<file path="src/rtl/ram_arbiter_if.sv">
// Requester, RAM-controller and status signals of the shared byte-RAM arbiter.
// master = requesters + RAM controller side, slave = the arbiter itself.
interface ram_arbiter_if;
  logic        ld_req;
  logic [24:0] ld_addr;
  logic [7:0]  ld_data;
  logic        ld_ack;
  logic        dma_req;
  logic [15:0] dma_addr;
  logic        dma_ack;
  logic [7:0]  dma_data;
  logic        cpu_req;
  logic        cpu_we;
  logic [24:0] cpu_addr;
  logic [7:0]  cpu_din;
  logic [7:0]  cpu_dout;
  logic        cpu_ack;
  logic [24:0] mem_addr;
  logic [7:0]  mem_din;
  logic        mem_we;
  logic        mem_rd;
  logic [7:0]  mem_dout;
  logic        mem_ready;
  logic        busy;
  logic        timeout_err;

  modport master (
    output ld_req, ld_addr, ld_data, dma_req, dma_addr,
           cpu_req, cpu_we, cpu_addr, cpu_din, mem_dout, mem_ready,
    input  ld_ack, dma_ack, dma_data, cpu_dout, cpu_ack,
           mem_addr, mem_din, mem_we, mem_rd, busy, timeout_err
  );

  modport slave (
    input  ld_req, ld_addr, ld_data, dma_req, dma_addr,
           cpu_req, cpu_we, cpu_addr, cpu_din, mem_dout, mem_ready,
    output ld_ack, dma_ack, dma_data, cpu_dout, cpu_ack,
           mem_addr, mem_din, mem_we, mem_rd, busy, timeout_err
  );
endinterface

</file>
<file path="src/rtl/ram_arbiter.sv">
// One-access-at-a-time arbiter in front of the shared byte RAM: loader > DMA > CPU,
// with a DMA run limit protecting the CPU and a WAIT timeout against a dead controller.
module ram_arbiter #(
  parameter int TIMEOUT = 63,
  parameter int DMA_RUN = 4
) (
  input logic         clk_sys,
  input logic         reset,
  ram_arbiter_if.slave bus
);
  localparam int TW = $clog2(TIMEOUT + 1);
  localparam int RW = $clog2(DMA_RUN + 1);

  typedef enum logic [1:0] {S_IDLE, S_ISSUE, S_WAIT, S_DONE} state_t;
  typedef enum logic [1:0] {G_NONE, G_LD, G_DMA, G_CPU} gnt_t;

  state_t        r_state, w_next;
  gnt_t          r_gnt, w_gnt;
  logic          r_settle;
  logic [24:0]   r_addr;
  logic [7:0]    r_din;
  logic          r_we;
  logic [TW-1:0] r_tcnt;
  logic [TW-1:0] w_tcnt_inc;
  logic [RW-1:0] r_run;
  logic [7:0]    r_dma_data;
  logic [7:0]    r_cpu_dout;
  logic          r_terr;
  logic          w_tmo;

  // The first IDLE after DONE grants nobody: the previous grantee is still
  // presenting its stale req and must not be served twice.
  always_comb begin
    w_gnt = G_NONE;
    if (!r_settle) begin
      if (bus.ld_req)
        w_gnt = G_LD;
      else if (bus.cpu_req && (!bus.dma_req || r_run == RW'(DMA_RUN)))
        w_gnt = G_CPU;
      else if (bus.dma_req)
        w_gnt = G_DMA;
    end
  end

  always_ff @(posedge clk_sys) begin
    if (reset) r_state <= S_IDLE;
    else       r_state <= w_next;
  end

  always_comb begin
    w_next     = r_state;
    w_tcnt_inc = r_tcnt + 1'b1;
    w_tmo      = 1'b0;
    case (r_state)
      S_IDLE:  if (w_gnt != G_NONE) w_next = S_ISSUE;
      S_ISSUE: w_next = S_WAIT;
      S_WAIT: begin
        w_tmo = !bus.mem_ready && (w_tcnt_inc == TW'(TIMEOUT));
        if (bus.mem_ready || w_tmo) w_next = S_DONE;
      end
      S_DONE:  w_next = S_IDLE;
      default: w_next = S_IDLE;
    endcase
  end

  always_ff @(posedge clk_sys) begin
    if (reset) begin
      r_gnt      <= G_NONE;
      r_settle   <= 1'b0;
      r_addr     <= '0;
      r_din      <= '0;
      r_we       <= 1'b0;
      r_tcnt     <= '0;
      r_run      <= '0;
      r_dma_data <= '0;
      r_cpu_dout <= '0;
      r_terr     <= 1'b0;
    end else begin
      r_settle <= (r_state == S_DONE);
      case (r_state)
        S_IDLE: begin
          case (w_gnt)
            G_LD:  begin r_addr <= bus.ld_addr;         r_din <= bus.ld_data; r_we <= 1'b1; end
            G_DMA: begin r_addr <= {9'b0, bus.dma_addr}; r_din <= 8'h00;      r_we <= 1'b0; end
            G_CPU: begin r_addr <= bus.cpu_addr;        r_din <= bus.cpu_din; r_we <= bus.cpu_we; end
            default: ;
          endcase
          if (w_gnt != G_NONE) r_gnt <= w_gnt;
        end
        S_WAIT: begin
          r_tcnt <= w_tcnt_inc;
          if (bus.mem_ready || w_tmo) begin
            if (!r_we && r_gnt == G_DMA) r_dma_data <= bus.mem_ready ? bus.mem_dout : 8'hFF;
            if (!r_we && r_gnt == G_CPU) r_cpu_dout <= bus.mem_ready ? bus.mem_dout : 8'hFF;
          end
          if (w_tmo) r_terr <= 1'b1;
        end
        S_DONE:  r_tcnt <= '0;
        default: ;
      endcase
      // run of DMA grants made while the CPU waits; saturates at the limit
      if (!bus.cpu_req)
        r_run <= '0;
      else if (r_state == S_IDLE && w_gnt == G_CPU)
        r_run <= '0;
      else if (r_state == S_IDLE && w_gnt == G_DMA && r_run != RW'(DMA_RUN))
        r_run <= r_run + 1'b1;
    end
  end

  assign bus.mem_addr    = r_addr;
  assign bus.mem_din     = r_din;
  assign bus.mem_we      = (r_state == S_ISSUE) &&  r_we;
  assign bus.mem_rd      = (r_state == S_ISSUE) && !r_we;
  assign bus.ld_ack      = (r_state == S_DONE) && (r_gnt == G_LD);
  assign bus.dma_ack     = (r_state == S_DONE) && (r_gnt == G_DMA);
  assign bus.cpu_ack     = (r_state == S_DONE) && (r_gnt == G_CPU);
  assign bus.dma_data    = r_dma_data;
  assign bus.cpu_dout    = r_cpu_dout;
  assign bus.busy        = (r_state != S_IDLE);
  assign bus.timeout_err = r_terr;
endmodule

</file>
<file path="src/flat_wrapper.sv">
// flat-port wrapper written by rule: the top's interface ports become plain ports
module ram_arbiter_flat 
#(
  parameter int TIMEOUT = 63,
  parameter int DMA_RUN = 4
)
  (clk_sys, reset, bus_ld_req, bus_ld_addr, bus_ld_data, bus_dma_req, bus_dma_addr, bus_cpu_req, bus_cpu_we, bus_cpu_addr, bus_cpu_din, bus_mem_dout, bus_mem_ready, bus_ld_ack, bus_dma_ack, bus_dma_data, bus_cpu_dout, bus_cpu_ack, bus_mem_addr, bus_mem_din, bus_mem_we, bus_mem_rd, bus_busy, bus_timeout_err);
  ram_arbiter_if bus_i ();
  input logic clk_sys;
  input logic reset;
  input wire logic [$bits(bus_i.ld_req)-1:0] bus_ld_req;
  input wire logic [$bits(bus_i.ld_addr)-1:0] bus_ld_addr;
  input wire logic [$bits(bus_i.ld_data)-1:0] bus_ld_data;
  input wire logic [$bits(bus_i.dma_req)-1:0] bus_dma_req;
  input wire logic [$bits(bus_i.dma_addr)-1:0] bus_dma_addr;
  input wire logic [$bits(bus_i.cpu_req)-1:0] bus_cpu_req;
  input wire logic [$bits(bus_i.cpu_we)-1:0] bus_cpu_we;
  input wire logic [$bits(bus_i.cpu_addr)-1:0] bus_cpu_addr;
  input wire logic [$bits(bus_i.cpu_din)-1:0] bus_cpu_din;
  input wire logic [$bits(bus_i.mem_dout)-1:0] bus_mem_dout;
  input wire logic [$bits(bus_i.mem_ready)-1:0] bus_mem_ready;
  output wire logic [$bits(bus_i.ld_ack)-1:0] bus_ld_ack;
  output wire logic [$bits(bus_i.dma_ack)-1:0] bus_dma_ack;
  output wire logic [$bits(bus_i.dma_data)-1:0] bus_dma_data;
  output wire logic [$bits(bus_i.cpu_dout)-1:0] bus_cpu_dout;
  output wire logic [$bits(bus_i.cpu_ack)-1:0] bus_cpu_ack;
  output wire logic [$bits(bus_i.mem_addr)-1:0] bus_mem_addr;
  output wire logic [$bits(bus_i.mem_din)-1:0] bus_mem_din;
  output wire logic [$bits(bus_i.mem_we)-1:0] bus_mem_we;
  output wire logic [$bits(bus_i.mem_rd)-1:0] bus_mem_rd;
  output wire logic [$bits(bus_i.busy)-1:0] bus_busy;
  output wire logic [$bits(bus_i.timeout_err)-1:0] bus_timeout_err;
  assign bus_i.ld_req = bus_ld_req;
  assign bus_i.ld_addr = bus_ld_addr;
  assign bus_i.ld_data = bus_ld_data;
  assign bus_i.dma_req = bus_dma_req;
  assign bus_i.dma_addr = bus_dma_addr;
  assign bus_i.cpu_req = bus_cpu_req;
  assign bus_i.cpu_we = bus_cpu_we;
  assign bus_i.cpu_addr = bus_cpu_addr;
  assign bus_i.cpu_din = bus_cpu_din;
  assign bus_i.mem_dout = bus_mem_dout;
  assign bus_i.mem_ready = bus_mem_ready;
  assign bus_ld_ack = bus_i.ld_ack;
  assign bus_dma_ack = bus_i.dma_ack;
  assign bus_dma_data = bus_i.dma_data;
  assign bus_cpu_dout = bus_i.cpu_dout;
  assign bus_cpu_ack = bus_i.cpu_ack;
  assign bus_mem_addr = bus_i.mem_addr;
  assign bus_mem_din = bus_i.mem_din;
  assign bus_mem_we = bus_i.mem_we;
  assign bus_mem_rd = bus_i.mem_rd;
  assign bus_busy = bus_i.busy;
  assign bus_timeout_err = bus_i.timeout_err;
  ram_arbiter #(.TIMEOUT(TIMEOUT), .DMA_RUN(DMA_RUN)) u_core (.clk_sys(clk_sys), .reset(reset), .bus(bus_i));
endmodule
</file>
<file path="config.mk">
export PLATFORM = sky130hd
export DESIGN_NAME = ram_arbiter_flat
export DESIGN_NICKNAME = d
export VERILOG_FILES = /design/src/rtl/ram_arbiter_if.sv /design/src/rtl/ram_arbiter.sv /design/src/flat_wrapper.sv
export SDC_FILE = /design/constraint.sdc
export NUM_CORES = 1
export LEC_CHECK = 0
export BUFFER_PORTS_ARGS = -buffer_cell sky130_fd_sc_hd__buf_2
export CAP_MARGIN = 20
export CELL_PAD_IN_SITES_DETAIL_PLACEMENT = 0
export CELL_PAD_IN_SITES_GLOBAL_PLACEMENT = 2
export CORE_MARGIN = 10
export CORE_UTILIZATION = 26
export CTS_CLUSTER_DIAMETER = 80
export DETAILED_ROUTE_END_ITERATION = 7
export GPL_ROUTABILITY_DRIVEN = 0
export PLACE_DENSITY = 0.86
export RECOVER_POWER = 50
export SETUP_SLACK_MARGIN = 0.02
export SYNTH_ARGS = -nofsm -noshare
export SYNTH_HDL_FRONTEND = slang
export SYNTH_SLANG_ARGS = --single-unit
</file>
<file path="constraint.sdc">
create_clock -name clk_sys -period 2.6 [get_ports clk_sys]
set_input_delay 0.52 -clock clk_sys [delete_from_list [all_inputs] [get_ports clk_sys]]
set_output_delay 0.52 -clock clk_sys [all_outputs]
set_load 0.02 [all_outputs]
</file>
==> results of run 1 <==
## placed cells by master (no fill, tap or decap), types with 2 or more instances in the layout
cell type	netlist	final
inv_1	8	9
nand3_1	3	3
o221a_2	5	5
clkbuf_1	15	51
a221oi_1	17	17
nor2_1	47	46
o21a_1	16	16
a21oi_1	5	5
o31a_1	8	8
clkinvlp_4	0	2
or4_1	1	2
xnor2_1	4	4
mux2_4	10	10
nor2b_1	3	3
or3_1	3	3
and3_1	2	2
nand2_1	6	6
o21ai_0	3	3
clkbuf_16	0	9
nor3_1	27	27
a21o_1	2	2
o221a_1	12	12
nand4_1	2	2
buf_2	5	102
mux2_1	2	2
buf_4	0	6
mux2i_1	2	2
xor2_1	4	4
o311a_1	9	9
and4b_1	2	2
nand2b_1	8	8
dfxtp_1	65	65
clkinv_4	0	2
mux2_2	12	12
ha_1	8	8
## sequential cells by signal (all words and copies together) (netlist names)
register	count
u_core.bus.mem_addr	25
u_core.bus.cpu_dout	8
u_core.bus.dma_data	8
u_core.bus.mem_din	8
u_core.r_tcnt	6
u_core.r_run	3
u_core.r_gnt	2
u_core.r_state	2
u_core.bus.timeout_err	1
u_core.r_settle	1
u_core.r_we	1
## power by group
| group | internal (W) | total [W] | switching [W] |
|---|---|---|---|
| combinational | 0.000641 | 0.00168 | 0.00104 |
| sequential | 0.00125 | 0.00142 | 0.000170 |
| clock | 0.000769 | 0.00122 | 0.000451 |
| total | 0.00266 | 0.00432 | 0.00166 |
## kinds of logic (layout without fill, tap and decap cells)
| logic type | after synthesis | count (layout) | synth area share (%) |
|---|---|---|---|
| mux | 26 | 26 | 10.0 |
| xor+xnor | 8 | 8 | 2.15 |
| other cells | 0 | 1 | 0 |
| simple gates | 112 | 112 | 17.4 |
| compound gates | 82 | 82 | 21.9 |
| buf+inv | 36 | 186 | 5.48 |
| flops | 65 | 65 | 39.9 |
| fa+ha+maj | 8 | 8 | 3.07 |
## path summary, 6_finish.rpt
path,endpoint,slack (ns)
worst max-delay path,u_core.bus.mem_addr[1]$_SDFFE_PP0P_,0.38
worst min-delay path,u_core.bus.mem_addr[11]$_SDFFE_PP0P_,0.46
worst min register to register,u_core.bus.timeout_err$_SDFFE_PP0P_,0.48
worst max register to register,u_core.bus.mem_addr[1]$_SDFFE_PP0P_,0.38
## worst max-delay path, stage by stage, from the launching register on
cell     delay [ns]
dfxtp_1        0.34
inv_1          0.09
ha_1           0.23
inv_1          0.12
or4_1          0.57
a21o_1         0.40
o221a_2        0.35
## per-stage QoR
stage | utilization, % | area (um^2)
final | 36.2 | 4400
after global routing | 36.2 | 4400
after CTS | 36.6 | 4450
after detailed placement | 34.1 | 4150
after global placement | 34.1 | 4150
after floorplan | - | 3260
## layer usage
metal	global-route usage (%)	vias to the layer above	wire [um]
li1	-	1543	-
met1	14.4	1464	4730
met2	19.3	111	4910
met3	4.23	10	816
met4	4.02	0	126
met5	0	-	0
## layout make-up
| cell class | instances | area, um^2 | share of cell area [%] |
|---|---|---|---|
| clock inverters | 6 | 67.6 | 1.54 |
| flip-flops and latches | 65 | 1300 | 29.6 |
| diodes | 1 | 2.50 | 0.0569 |
| multi-input cells | 236 | 1780 | 40.5 |
| clock buffers | 10 | 239 | 5.43 |
| repair buffers | 160 | 762 | 17.3 |
| inverters | 10 | 37.5 | 0.853 |
| well taps | 168 | 210 | 4.78 |
==> results.cfg, run 1 <==
[status]
status = completed

[die]
die_h_um = 132
start_util_pct = 26.8
die_area_mm2 = 0.0174
row_count = 40
pin_count = 153
die_width_um = 132
core_region_area_mm2 = 0.0122

[worst_setup_path]
critPathLaunchType = register
worstPathMaxFanout = 16
reg2reg_from = u_core.r_state[0]$_SDFFE_PP0P_
cp-startpoint = u_core.r_state[0]$_SDFFE_PP0P_
crit_path_end_kind = register
reg2regPathDepth = 6
required_ns = 2.82
critPathKind = register to register
cp.arrival_ns = 2.44

[place]
placed_cells = 638
io_buffer_count = 152
pre_cts_ws_ns = 0.161
dp_hpwl_mm = 8.14

[detailed_routing]
drc_errors = 0
via_per_inst = 4.77
antenna_left = 0
finalWirelength_mm = 10.6
drt_iter0_drc = 129
drt_first_pass_iters = 4
vias = 3128
wl_per_cell_um = 16.1

[power]
irDropWorstVdd_mv = 0.392
p_per_area_mw_per_mm2 = 981
leakage_nw = 1.89
p_total_w = 0.00432

[min_path]
hold_depth = 2
hp-start = bus_dma_addr[11]
hp-class = primary input to register

[logic_synthesis]
syn_inst = 337
ys_ff_latch = 65
yosysMostFrequentCell = dfxtp_1
async_flop_share_pct = 0
synth_cell_types = 47
synthesis.nets = 442
avgSynthCellArea_um2 = 9.68
yosysTopAreaCellShare_pct = 39.9
yosysWarnings = 0
yosys.area.top_type = dfxtp_1
synth_edf_count = 0
ys_seq_area_share_pct = 39.9
synth_flop_cell = dfxtp_1
synthTopCellsByArea = dfxtp_1 40%, nor2_1 5.4%, mux2_4 4.6%, a221oi_1 4.6%, nor3_1 4.1%
synth_common_cells = 65 x dfxtp_1, 47 x nor2_1, 27 x nor3_1
synth_area_mm2 = 0.00326

[timing]
clock_skew_ns = 0.00933
setup_ws_ns = 0.375
relSlewSlack_pct = 51.4
grt_setup_unrepaired = no
hold_viol_final = 0
hold_slack_ns = 0.457
tns_ns = 0
period_minus_slack_ns = 2.22
worst_pin_slew_ns = 0.728
slew_viol_final = 0
fmax_ghz = 0.450
setup_viol = 0
period_share_pct = 85.6

[clocking]
clockRootBuffer = clkbuf_16
htreeDepth = 3
postCtsSetupBuffers = 0
hold_buffers = 0
cts.sinks = 65
clk_pin_slew_ns = 0.06
cts_tree = yes
cts.path.max_buffers = 2
cts_resized = 0
worstSkewPairLatency_ns = 0.33
cts_inserted_buffers = 9

[job]
maxCapViolations = 0

[global_route]
grt_pass1_vias = 3302
grt_max_degree = 32
track_usage_pct = 11.9
grt_pass1_wl_mm = 17.1
antenna_found_initial = 1
grt_overflow_total = 0

[cells_and_area]
drive_above_1_share_pct = 32.2
n_fill_cell = 1254
areaGrowthSynthToFinish_pct = 34.9
final_cells = 656
nNetsFinal = 587
Note: power is estimated with default switching activity, not from simulation.
==> run 2: changes to the inputs <==
--- a/config.mk
+++ b/config.mk
@@ -9,6 +9,7 @@
 export CAP_MARGIN = 20
 export CELL_PAD_IN_SITES_DETAIL_PLACEMENT = 0
 export CELL_PAD_IN_SITES_GLOBAL_PLACEMENT = 2
+export CORE_ASPECT_RATIO = 1.25
 export CORE_MARGIN = 10
 export CORE_UTILIZATION = 26
 export CTS_CLUSTER_DIAMETER = 80
==> results.cfg, run 2 (same netlist as run 1, synthesis figures left out) <==
[detailed_routing]
drt_first_pass_iters = 4
finalWirelength_mm = 10.4
drt_iter0_drc = 149
antenna_left = 0
vias = 3059
wl_per_cell_um = 16.1
drc_errors = 0
via_per_inst = 4.71

[power]
leakage_nw = 1.86
p_per_area_mw_per_mm2 = 963
irDropWorstVdd_mv = 0.292

[clocking]
postCtsSetupBuffers = 0
cts.path.max_buffers = 2
cts_inserted_buffers = 9
htreeDepth = 3
hold_buffers = 0
cts_resized = 0
clk_pin_slew_ns = 0.06
cts.sinks = 65
clockRootBuffer = clkbuf_16
worstSkewPairLatency_ns = 0.33
cts_tree = yes

[worst_setup_path]
reg2regPathDepth = 6
crit_path_max_incr_delay_ns = 0.52
critPathKind = register to register
worstPathMaxFanout = 16
cp_cell_sequence = inv_1 > ha_1 > inv_2 > or4_4 > a21o_1 > o221a_2
crit_buf_inv = 2
crit_path_end_kind = register
cp_num_cells = 6
cp_slowest_cell = or4_4
required_ns = 2.82
critPathLaunchType = register
crit_family = compound AO/OA/AOI/OAI gates
cp.arrival_ns = 2.31

[cells_and_area]
final_cell_mix = 101 x buf_2, 65 x dfxtp_1, 53 x clkbuf_1
nNetsFinal = 585
final_util_pct = 35.6
n_fill_cell = 1288
insertedDiodeCount = 0
areaGrowthSynthToFinish_pct = 33.4
largest_reg_flops = 25
final_common_cell = buf_2
drive_above_1_share_pct = 32.0

[timing]
hold_viol_final = 0
relSlewSlack_pct = 3.12
period_minus_slack_ns = 2.08
worst_pin_slew_ns = 1.45
hold_slack_ns = 0.456
grt_setup_unrepaired = no
period_share_pct = 80.1
setup_ws_ns = 0.517
tns_ns = 0
slew_viol_final = 0
setup_viol = 0
fmax_ghz = 0.480
clock_skew_ns = 0.00556

[place]
pre_cts_ws_ns = 0.220
io_buffer_count = 152
dp_hpwl_mm = 8.06

[die]
die_area_mm2 = 0.0175
die_h_um = 145
row_count = 45
pin_count = 153
start_util_pct = 26.7
die_width_um = 120
core_region_area_mm2 = 0.0122

[global_route]
grt_pass1_vias = 3318
grt_pass1_wl_mm = 16.7
antenna_found_initial = 1
grt_overflow_total = 0
track_usage_pct = 11.8
grt_max_degree = 32

[status]
status = completed

[min_path]
hold_depth = 2
hp-class = primary input to register

[job]
maxCapViolations = 0
==> run 2: through the flow <==
stage / instance area [um^2] / total power (W) / cells
2_1_floorplan: 3260 / 0.00259 / 337
3_3_place_gp: 4130 / 0.00310 / 632
3_5_place_dp: 4130 / 0.00314 / 632
4_1_cts: 4410 / 0.00428 / 648
5_1_grt: 4350 / 0.00448 / 649
6_report: 4350 / 0.00419 / 649
==> run 2: final timing paths <==
| kind | from | to | slack [ns] |
|---|---|---|---|
| min | bus_dma_addr[5] | u_core.bus.mem_addr[5]$_SDFFE_PP0P_ | 0.46 |
| max | u_core.r_state[0]$_SDFFE_PP0P_ | u_core.bus.mem_addr[1]$_SDFFE_PP0P_ | 0.52 |
| max reg2reg | u_core.r_state[0]$_SDFFE_PP0P_ | u_core.bus.mem_addr[1]$_SDFFE_PP0P_ | 0.52 |
| min reg2reg | u_core.bus.mem_addr[18]$_SDFFE_PP0P_ | u_core.bus.mem_addr[18]$_SDFFE_PP0P_ | 0.49 |
==> run 2: layout make-up <==
type / count / area, um^2 / area share [%]
Tap cell: 164 / 205 / 4.71
Sequential cell: 65 / 1300 / 29.9
Clock buffer: 10 / 239 / 5.49
Timing Repair Buffer: 158 / 742 / 17.0
Inverter: 10 / 37.5 / 0.862
Multi-Input combinational cell: 236 / 1780 / 41.0
Clock inverter: 6 / 43.8 / 1.01
==> run 2: power by group <==
part	leakage, nW	switching (W)	internal [W]
combinational	1.19	0.00102	0.000633
clock	0.127	0.000453	0.000669
sequential	0.534	0.000172	0.00125
==> run 2: per-layer routing <==
layer	wire (um)	track usage, %
met2	5100	20.1
met4	172	5.86
met3	821	4.30
met1	4340	12.4
met5	7	0
==> run 3: changes to the inputs <==
--- a/config.mk
+++ b/config.mk
@@ -11,11 +11,11 @@
 export CELL_PAD_IN_SITES_GLOBAL_PLACEMENT = 2
 export CORE_ASPECT_RATIO = 1.25
 export CORE_MARGIN = 10
-export CORE_UTILIZATION = 26
+export CORE_UTILIZATION = 24
 export CTS_CLUSTER_DIAMETER = 80
 export DETAILED_ROUTE_END_ITERATION = 7
 export GPL_ROUTABILITY_DRIVEN = 0
-export PLACE_DENSITY = 0.86
+export PLACE_DENSITY = 0.84
 export RECOVER_POWER = 50
 export SETUP_SLACK_MARGIN = 0.02
 export SYNTH_ARGS = -nofsm -noshare
==> constraint.sdc (replaced) <==
create_clock -name clk_sys -period 1.9 [get_ports clk_sys]
set_input_delay 0.38 -clock clk_sys [delete_from_list [all_inputs] [get_ports clk_sys]]
set_output_delay 0.38 -clock clk_sys [all_outputs]
set_load 0.02 [all_outputs]
==> results.cfg, run 3 (same netlist as run 1, synthesis figures left out) <==
[status]
status = completed

[detailed_routing]
drc_errors = 0
antenna_left = 0
drt_iter0_drc = 146
via_per_inst = 4.75
wl_per_cell_um = 17.2
finalWirelength_mm = 11.3
vias = 3140
drt_first_pass_iters = 4

[place]
io_buffer_count = 152
place_area_mm2 = 0.00424
dp_hpwl_mm = 8.34

[cells_and_area]
drive_above_1_share_pct = 34.2
areaGrowthSynthToFinish_pct = 38.0
multi_input_area_mm2 = 0.00186
final_cell_mix = 101 x buf_2, 64 x dfxtp_1, 53 x clkbuf_1
final_util_pct = 33.9
final_common_cell = buf_2
n_fill_cell = 1436
largest_reg_flops = 25
nNetsFinal = 592
design_area_mm2 = 0.00450
area.sequential_mm2 = 0.00130

[timing]
worst_pin_slew_ns = 0.611
clock_skew_ns = 0.00442
setup_viol = 0
fmax_ghz = 0.541
relSlewSlack_pct = 59.3
slew_viol_final = 0
period_share_pct = 97.3
period_minus_slack_ns = 1.85
hold_viol_final = 0
grt_setup_unrepaired = yes

[die]
die_area_mm2 = 0.0187
start_util_pct = 24.5
core_region_area_mm2 = 0.0133
pin_count = 153
die_h_um = 150
row_count = 47
die_width_um = 124

[global_route]
track_usage_pct = 11.5
grt_max_degree = 35
grt_overflow_total = 0
antenna_found_initial = 1
grt_pass1_vias = 3367
grt_pass1_wl_mm = 17.6

[worst_setup_path]
critPathLaunchType = register
worstPathMaxFanout = 8
crit_path_end_kind = register
critPathKind = register to register
cp.arrival_ns = 2.06
required_ns = 2.11

[min_path]
hp-class = primary input to register

[clocking]
cts_inserted_buffers = 9
cts.sinks = 65
cts_tree = yes
worstSkewPairLatency_ns = 0.32
clockRootBuffer = clkbuf_16
clk_pin_slew_ns = 0.05
htreeDepth = 3
cts.path.max_buffers = 2

[power]
irDropWorstVdd_mv = 0.436
leakage_nw = 1.92
p_per_area_mw_per_mm2 = 1320

[job]
maxCapViolations = 0
==> run 3: cell types whose count changed in the layout (fill, tap and decap cells not counted), sizes merged <==
cell	delta
clkinvlp	-4
a21o	+1
buf	+8
clkinv	-1
diode	+1
==> run 3: power by group <==
part	internal (W)	switching, W	leakage, nW	total, W
logic	0.00106	0.00152	1.26	0.00258
registers	0.00171	0.000211	0.534	0.00192
clock network	0.000894	0.000566	0.124	0.00146
total	0.00366	0.00229	1.92	0.00596
==> run 3: cell type report <==
| type | instances | area share [%] |
|---|---|---|
| clock inverters | 1 | 0.111 |
| flip-flops and latches | 65 | 28.9 |
| clock buffers | 12 | 5.48 |
| well taps | 171 | 4.75 |
| multi-input cells | 237 | 41.2 |
| repair buffers | 164 | 18.6 |
| diodes | 1 | 0.0556 |
| inverters | 10 | 0.834 |
==> run 3: final timing paths <==
path	endpoint	from	slack, ns	cells past startpoint
max	u_core.bus.mem_addr[15]$_SDFFE_PP0P_	u_core.r_state[1]$_SDFFE_PP0P_	0.05	6
min	u_core.bus.mem_addr[9]$_SDFFE_PP0P_	bus_dma_addr[9]	0.33	2
max reg2reg	u_core.bus.mem_addr[15]$_SDFFE_PP0P_	u_core.r_state[1]$_SDFFE_PP0P_	0.05	6
min reg2reg	u_core.bus.timeout_err$_SDFFE_PP0P_	u_core.bus.timeout_err$_SDFFE_PP0P_	0.47	2
==> run 3: per-stage QoR <==
step / std cells / hold WS [ns] / setup TNS, ns / power, W / worst slack, ns
2_1_floorplan: 337 / 0.458 / 0 / 0.00355 / 0.0279
3_3_place_gp: 645 / 0.464 / 0 / 0.00446 / 0.0334
3_5_place_dp: 645 / 0.455 / -0.0371 / 0.00452 / -0.0149
4_1_cts: 658 / 0.314 / 0 / 0.00603 / 0.0272
5_1_grt: 661 / 0.324 / 0 / 0.00638 / 0.0100
6_report: 661 / 0.326 / 0 / 0.00596 / 0.0512
==> run 3: worst max-delay path: stages (launching register included) <==
cell	delay (ns)
dfxtp_2	0.32
inv_2	0.07
ha_4	0.16
inv_2	0.05
or4_4	0.58
a21o_2	0.29
o221a_1	0.26
==> run 3: routing by layer <==
layer | vias up | track usage [%] | routed length (um)
li1 | 1555 | - | -
met1 | 1460 | 12.7 | 4830
met2 | 119 | 19.4 | 5440
met3 | 6 | 4.96 | 970
met4 | 0 | 4.26 | 95
met5 | - | 0 | 0
==> run 3: timing repair <==
item,in CTS,in global routing
cloned,0,1
pin swaps,0,2
hold endpoints to repair,0,0
resized for setup,2,9
setup endpoints to repair,4,30
setup buffers,0,1
hold buffers,0,0
